File: config.mk
export PLATFORM = sky130hd
export DESIGN_NAME = adc_i2s_rx
export DESIGN_NICKNAME = d
export VERILOG_FILES = /design/src/rtl/adc_i2s_rx.sv
export SDC_FILE = /design/constraint.sdc
export NUM_CORES = 1
export LEC_CHECK = 0
export CAP_MARGIN = 20
export CELL_PAD_IN_SITES_DETAIL_PLACEMENT = 0
export CELL_PAD_IN_SITES_GLOBAL_PLACEMENT = 1
export CORE_ASPECT_RATIO = 1.75
export CORE_UTILIZATION = 42
export DETAILED_ROUTE_END_ITERATION = 8
export PLACE_DENSITY_LB_ADDON = 0.1
export SYNTH_ARGS = -nofsm -noshare
export SYNTH_HDL_FRONTEND = slang
export SYNTH_SLANG_ARGS = --single-unit
File: constraint.sdc
create_clock -name i_clock -period 2.39 [get_ports i_clock]
set_input_delay 0.239 -clock i_clock [delete_from_list [all_inputs] [get_ports i_clock]]
set_output_delay 0.239 -clock i_clock [all_outputs]
set_load 0.03 [all_outputs]
File: src/rtl/adc_i2s_rx.sv
// I2S slave receiver: synchronises the external bit clock, word select and
// serial data into i_clock, deserialises left/right slots MSB-first and
// presents each complete stereo pair with a one-cycle strobe.
module adc_i2s_rx #(
  parameter int unsigned DATA_WIDTH    = 32,
  parameter int unsigned SLOT_BITS     = 32,
  parameter int unsigned TIMEOUT_TICKS = 256
) (
  input  logic                  i_clock,
  input  logic                  i_reset,
  input  logic                  i_bit_clock,
  input  logic                  i_LR_clock,
  input  logic                  i_data,
  output logic [DATA_WIDTH-1:0] o_left,
  output logic [DATA_WIDTH-1:0] o_right,
  output logic                  o_valid,
  output logic                  o_locked,
  output logic                  o_frame_error
);

  localparam int unsigned            IDLE_W   = $clog2(TIMEOUT_TICKS + 1);
  localparam logic [IDLE_W-1:0]      IDLE_MAX = IDLE_W'(TIMEOUT_TICKS);

  typedef enum logic [1:0] {
    ST_SEARCH,
    ST_RIGHT_SKIP,
    ST_LEFT,
    ST_RIGHT
  } state_t;

  state_t                state;
  logic                  bclk_s1, bclk_s2, bclk_s3;
  logic                  lr_s1, lr_s2;
  logic                  data_s1, data_s2;
  logic                  tick_q, lr_q, data_q;
  logic                  lr_prev;
  logic [5:0]            bit_cnt;
  logic [DATA_WIDTH-1:0] word;
  logic [DATA_WIDTH-1:0] word_next;
  logic [IDLE_W-1:0]     idle_cnt;
  logic                  len_ok;

  // Current word with this tick's data bit placed at the slot position (MSB first).
  always_comb begin
    word_next = word;
    for (int unsigned i = 0; i < DATA_WIDTH; i++) begin
      if (32'(bit_cnt) == DATA_WIDTH - 1 - i) word_next[i] = data_q;
    end
    len_ok = (32'(bit_cnt) + 32'd1) == SLOT_BITS;
  end

  // Synchronisers, registered edge detect, slot assembly, framing FSM and outputs.
  // The tick is registered together with LR/data so all three stay aligned.
  always_ff @(posedge i_clock) begin
    if (i_reset) begin
      bclk_s1       <= 1'b0;
      bclk_s2       <= 1'b0;
      bclk_s3       <= 1'b0;
      lr_s1         <= 1'b0;
      lr_s2         <= 1'b0;
      data_s1       <= 1'b0;
      data_s2       <= 1'b0;
      tick_q        <= 1'b0;
      lr_q          <= 1'b0;
      data_q        <= 1'b0;
      lr_prev       <= 1'b0;
      bit_cnt       <= '0;
      word          <= '0;
      idle_cnt      <= '0;
      state         <= ST_SEARCH;
      o_left        <= '0;
      o_right       <= '0;
      o_valid       <= 1'b0;
      o_locked      <= 1'b0;
      o_frame_error <= 1'b0;
    end else begin
      bclk_s1       <= i_bit_clock;
      bclk_s2       <= bclk_s1;
      bclk_s3       <= bclk_s2;
      lr_s1         <= i_LR_clock;
      lr_s2         <= lr_s1;
      data_s1       <= i_data;
      data_s2       <= data_s1;
      tick_q        <= bclk_s2 & ~bclk_s3;
      lr_q          <= lr_s2;
      data_q        <= data_s2;
      o_valid       <= 1'b0;
      o_frame_error <= 1'b0;

      if (tick_q) begin
        idle_cnt <= '0;
        lr_prev  <= lr_q;
        if (lr_q != lr_prev) begin
          // This tick carries the LSB of the slot that belonged to lr_prev.
          bit_cnt <= '0;
          word    <= '0;
          case (state)
            ST_SEARCH: begin
              state    <= lr_q ? ST_LEFT : ST_RIGHT_SKIP;
              o_locked <= lr_q;
            end
            ST_RIGHT_SKIP: begin
              state    <= ST_LEFT;
              o_locked <= 1'b1;
            end
            ST_LEFT: begin
              if (len_ok) begin
                o_left <= word_next;
                state  <= ST_RIGHT;
              end else begin
                o_frame_error <= 1'b1;
                o_locked      <= 1'b0;
                state         <= ST_SEARCH;
              end
            end
            ST_RIGHT: begin
              if (len_ok) begin
                o_right <= word_next;
                o_valid <= 1'b1;
                state   <= ST_LEFT;
              end else begin
                o_frame_error <= 1'b1;
                o_locked      <= 1'b0;
                state         <= ST_SEARCH;
              end
            end
            default: begin
              state    <= ST_SEARCH;
              o_locked <= 1'b0;
            end
          endcase
        end else begin
          word <= word_next;
          if (bit_cnt != 6'd63) bit_cnt <= bit_cnt + 6'd1;
        end
      end else if (idle_cnt == IDLE_MAX) begin
        state    <= ST_SEARCH;
        o_locked <= 1'b0;
      end else begin
        idle_cnt <= idle_cnt + 1'b1;
      end
    end
  end

endmodule

# Yosys cells after proc, flatten, opt, wreduce, memory -nomap -nowiden
# Index checks and enable logic that the tools add are counted.
dict set report word_totals {
  register_bits 127
  latch_bits 0
  ramBits 0
  rom_bits 0
  inputBits 5
  out_inout_bits 67
  elab_cells 131
  memories 0
}
dict set report op_classes {
  n_addsub 3
  multipliers 0
  div_mod_pow 0
  magnitude_cmp 0
  n_eq_ne 40
  shifts 0
  muxes 49
  n_bitwise 6
  reduce_logical 13
}
# cell n
set op_table {}
lappend op_table {{6-bit by 5-bit == test with 1-bit output, second input constant} 16}
lappend op_table {{6-bit by 4-bit == test with 1-bit output, second input constant} 8}
lappend op_table {{1-bit two-way mux} 38}
lappend op_table {{32-bit two-way mux} 1}
lappend op_table {{6-bit by 3-bit == test with 1-bit output, second input constant} 4}
lappend op_table {{6-bit by 2-bit == test with 1-bit output, second input constant} 2}
lappend op_table {{2-bit two-way mux} 6}
lappend op_table {{6-bit two-way mux} 2}
lappend op_table {{9-bit by 1-bit adder with 9-bit output, second input constant} 1}
lappend op_table {{9-bit == test, second input constant} 1}
lappend op_table {{2-bit one-hot mux with 4 select lines} 1}
lappend op_table {{4-bit AND reduction} 2}
lappend op_table {{4-bit OR reduction} 2}
lappend op_table {{6-bit by 1-bit adder with 7-bit output, second input constant} 1}
lappend op_table {{7-bit by 6-bit == test with 1-bit output, second input constant} 1}
lappend op_table {{6-bit by 1-bit adder with 6-bit output, second input constant} 1}
lappend op_table {{6-bit by 1-bit == test with 1-bit output, second input constant} 1}
lappend op_table {{6-bit logical NOT} 1}
lappend op_table {{6-bit inequality test, second input constant} 1}
lappend op_table {{1-bit inverter} 5}
lappend op_table {{2-bit == test, second input constant} 2}
lappend op_table {{2-bit AND reduction} 2}
lappend op_table {{2-bit nonzero test} 2}
lappend op_table {{2-bit OR reduction} 2}
lappend op_table {{8 further kinds} 8}

# Longest topological paths before layout
# Gate-level depths: netlist (run 1).
dict set report logic_depth {
  word_depth 6
  depth_mapped 8
}

# Worst setup path before layout (run 1)
# No wires, ideal clock.
dict set report synth_path {
  path_type {register to register}
  start {reg bit_cnt[0]}
  end {reg o_left[10]}
  setup_ns 0.072
  arrival_ns 1.734
  required_ns 2.318
  slack_ns 0.584
  path_stages_with_launch 7
  synth_period_minus_slack_ns 1.806
  cell_sequence {dfxtp_1 ha_1 a21o_1 a31oi_4 o2111ai_2 buf_4 mux2i_1}
}
dict set report synth_between {
  elab_chain_cells 3
  word_cells_on_any_way 5
  cone_classes {add/sub: 1; eq/ne: 2; mux: 1; reduce/logical: 1}
}
# element line
set synth_rtl {}
lappend synth_rtl {{start, declared} 37} ;# logic [5:0] bit_cnt;
lappend synth_rtl {{start signal, assigned} 134} ;# if (bit_cnt != 6'd63) bit_cnt <= bit_cnt + 6'd1;
lappend synth_rtl {{6-bit by 1-bit adder with 7-bit output} 49} ;# len_ok = (32'(bit_cnt) + 32'd1) == SLOT_BITS;
lappend synth_rtl {{7-bit by 6-bit == test with 1-bit output} 49}
lappend synth_rtl {{4-bit AND reduction (no source line)} --}
lappend synth_rtl {{end signal, assigned} 108} ;# o_left <= word_next;
lappend synth_rtl {{end, declared} 14} ;# output logic [DATA_WIDTH-1:0] o_left,
# Several ways; a longest one is shown, not always the timed one.
# A chain may end at the register's enable or synchronous reset.

# Final worst setup path (run 1)
dict set report layout_path {
  start {reg bit_cnt[0]}
  end {reg o_left[5]}
}
# Same word-level chain as after synthesis.

==> flow_summary.toml, run 1 <==
[routing]
wire_per_inst_um = 16.4
antenna_left = 0
route.detailed.drc = 0
via_per_inst = 5.28
drt-initial-drc-count = 254
wl_mm = 15.2
num_vias = 4883
first_pass_iters = 4

[synthesis]
ys_ff_latch = 127
synth_ff_type = "dfxtp_1"
avgSynthCellArea_um2 = 8.59
yosysUniqueCellTypes = 47
synth.net_count = 683
yosysWarnings = 0
yosysSeqAreaShare = 0.441
syn_inst = 671
synth_area_mm2 = 0.00576
synth_edf_count = 0
async_flop_share = 0

[cts]
post_cts_resized = 0
clkTransAtPathRegs_ps = 60
cts-htree-levels = 4
clock_path_buffers = 2
numCtsBuffers = 17
hold_buffers = 0
clock_latency_ps = 400
post-cts-setup-buffer-count = 0
cts_sinks = 127
cts_tree = "built"
cts_root_buffer = "clkbuf_16"

[critical_path]
worstRegToRegCells = 7
ff2ff_setup_slack_ps = 260
endpoint_kind = "register"
start_kind = "register"
crit_type = "reg -> reg"
crit_path_max_fanout = 12
arrival_ps = 2400
crit_required_ps = 2660

[cells_and_area]
final_util = 0.543
antenna_cells = 0
area_growth_pct = 26.1
nets = 750
final_area_mm2 = 0.00727
drive_gt1_frac = 0.0960

[job]
cap_violations = 0

[min_path]
hold_depth = 2
hp-class = "in -> reg"

[status]
status = "completed"

[die]
num_rows = 56
die-area_mm2 = 0.0142
die_height_um = 157
pin_count = 72
core_mm2 = 0.0134
initial_utilization = 0.431
die_x_um = 90.5

[sta]
setup-tns-final_ps = 0
fin_crit_sh = 0.889
fin_skew_ps = 6.62
grt_setup_unrepaired = "false"
drv_slew = 0
period_needed_ps = 2130
worstMarginPinSlew_ps = 932
maxClockFrequency_ghz = 0.470
relSlewSlack = 0.378
setup_viol = 0
final_hold_viol_count = 0

[grt]
grt_antenna_before_repair = 0
grt_pass1_vias = 4734
track_usage = 0.223
grt_pass1_wl_mm = 24.6
gr-total-overflow = 0
grt_max_degree = 35

[pwr]
vdd_drop_max_v = 0.000660
finalPower_mw = 4.82
p_per_area_mw_per_mm2 = 663
p_leak_nw = 2.85

[place]
dp.final_hpwl_mm = 10.6
dpl_cell_area_mm2 = 0.00668
portBuffers = 71
place.gp.congestion = 0.789
[cells in the mapped netlist, types with 6 or more instances]
cell type    n  area [µm²]
clkbuf_1    36         135
and3_1      36         225
nor2b_1     13        81.3
xor2_1       7        61.3
mux2i_1     66         661
a21oi_1     69         345
nor2_1      16        60.1
o22ai_1     32         200
buf_4        6        45.0
dfxtp_1    127        2540
nand2_1    104         390
inv_1       41         154
ha_1         7        87.6
o21ai_0     38         190
buf_2        8        40.0
[sequential cells by signal, summed over array words and instances, names as in the netlist, 2 cells and up]
| name | flops |
|---|---|
| o_left | 32 |
| o_right | 32 |
| word | 32 |
| idle_cnt | 9 |
| bit_cnt | 6 |
| state | 2 |
[kinds of logic (layout without fill, tap and decap cells)]
| logic type | count (synthesis) | in the layout | share of synthesized area |
|---|---|---|---|
| buffers and inverters | 97 | 176 | 0.0756 |
| adders and majority gates | 7 | 7 | 0.0152 |
| xor gates and xnor gates | 12 | 12 | 0.0195 |
| and+or+nand+nor | 204 | 204 | 0.175 |
| DFF | 127 | 127 | 0.441 |
| AOI/OAI and AO/OA | 158 | 158 | 0.159 |
| muxes | 66 | 66 | 0.115 |
[critical path, stage by stage (launching register included)]
cell and delay [ps]:
dfxtp_1 470, inv_1 120, ha_1 220, and3b_1 300
and3_1 220, o21ai_0 390, buf_4 200, mux2i_1 60
[final cells by class]
class	count	area [µm²]
sequential	127	2540
clock inverter	14	158
fill	1265	6120
timing repair buffer	104	971
clock buffer	17	425
multi-input combinational	447	2800
inverter	41	154
tap	174	218
[worst paths after layout]
| check | startpoint | to |
|---|---|---|
| hold / removal | i_bit_clock | bclk_s1$_SDFF_PP0_ |
| setup / recovery | bit_cnt[0]$_SDFFE_PP0P_ | o_left[5]$_SDFFE_PP0P_ |
| setup reg to reg | bit_cnt[0]$_SDFFE_PP0P_ | o_left[5]$_SDFFE_PP0P_ |
| hold reg to reg | bclk_s3$_SDFF_PP0_ | tick_q$_SDFF_PP0_ |
[cells in the final DEF, fill, tap and decap left out, types with 3 or more instances in the layout]
cell type,Yosys,routed
a21oi_1,69,69
and2_1,3,3
and3_1,36,36
and3b_1,5,5
buf_4,6,32
clkbuf_16,0,17
clkdlybuf4s50_1,0,71
clkinv_4,0,3
dfxtp_1,127,127
ha_1,7,7
inv_1,41,40
inv_6,0,4
mux2i_1,66,66
nand2_1,104,104
nand3_1,5,5
nand4_1,3,3
nor2_1,16,15
nor2b_1,13,13
nor3_1,3,3
nor3b_1,4,4
o2111ai_1,3,3
o211ai_1,5,5
o21ai_0,38,38
o22ai_1,32,32
xnor2_1,4,4
xor2_1,7,7
[metrics by stage]
stage	instances	setup slack, ps	hold slack, ps
floorplan	671	584	367
global placement	893	296	375
detailed placement	893	293	381
CTS	924	267	375
global route	924	123	369
finish	924	264	389
[routing by layer]
metal  wire, µm  global-route usage
met1       5900               0.231
met2       8330               0.426
met3        441              0.0401
met4        490               0.107
met5          0                   0
[power breakdown]
part / switching, mW / internal [mW]
Sequential: 0.0144 / 2.13
Combinational: 0.0833 / 0.0536
Clock: 0.987 / 1.55
Note: power is estimated with default switching activity, not from simulation.
==> inputs of run 2 (changes only) <==
--- a/config.mk
+++ b/config.mk
@@ -10,8 +10,10 @@
 export CELL_PAD_IN_SITES_GLOBAL_PLACEMENT = 1
 export CORE_ASPECT_RATIO = 1.75
 export CORE_UTILIZATION = 42
+export CTS_CLUSTER_SIZE = 24
 export DETAILED_ROUTE_END_ITERATION = 8
 export PLACE_DENSITY_LB_ADDON = 0.1
 export SYNTH_ARGS = -nofsm -noshare
 export SYNTH_HDL_FRONTEND = slang
 export SYNTH_SLANG_ARGS = --single-unit
+export TNS_END_PERCENT = 30
==> results of run 2 <==
Final layout, timing and power as in run 1 (identical DEF).
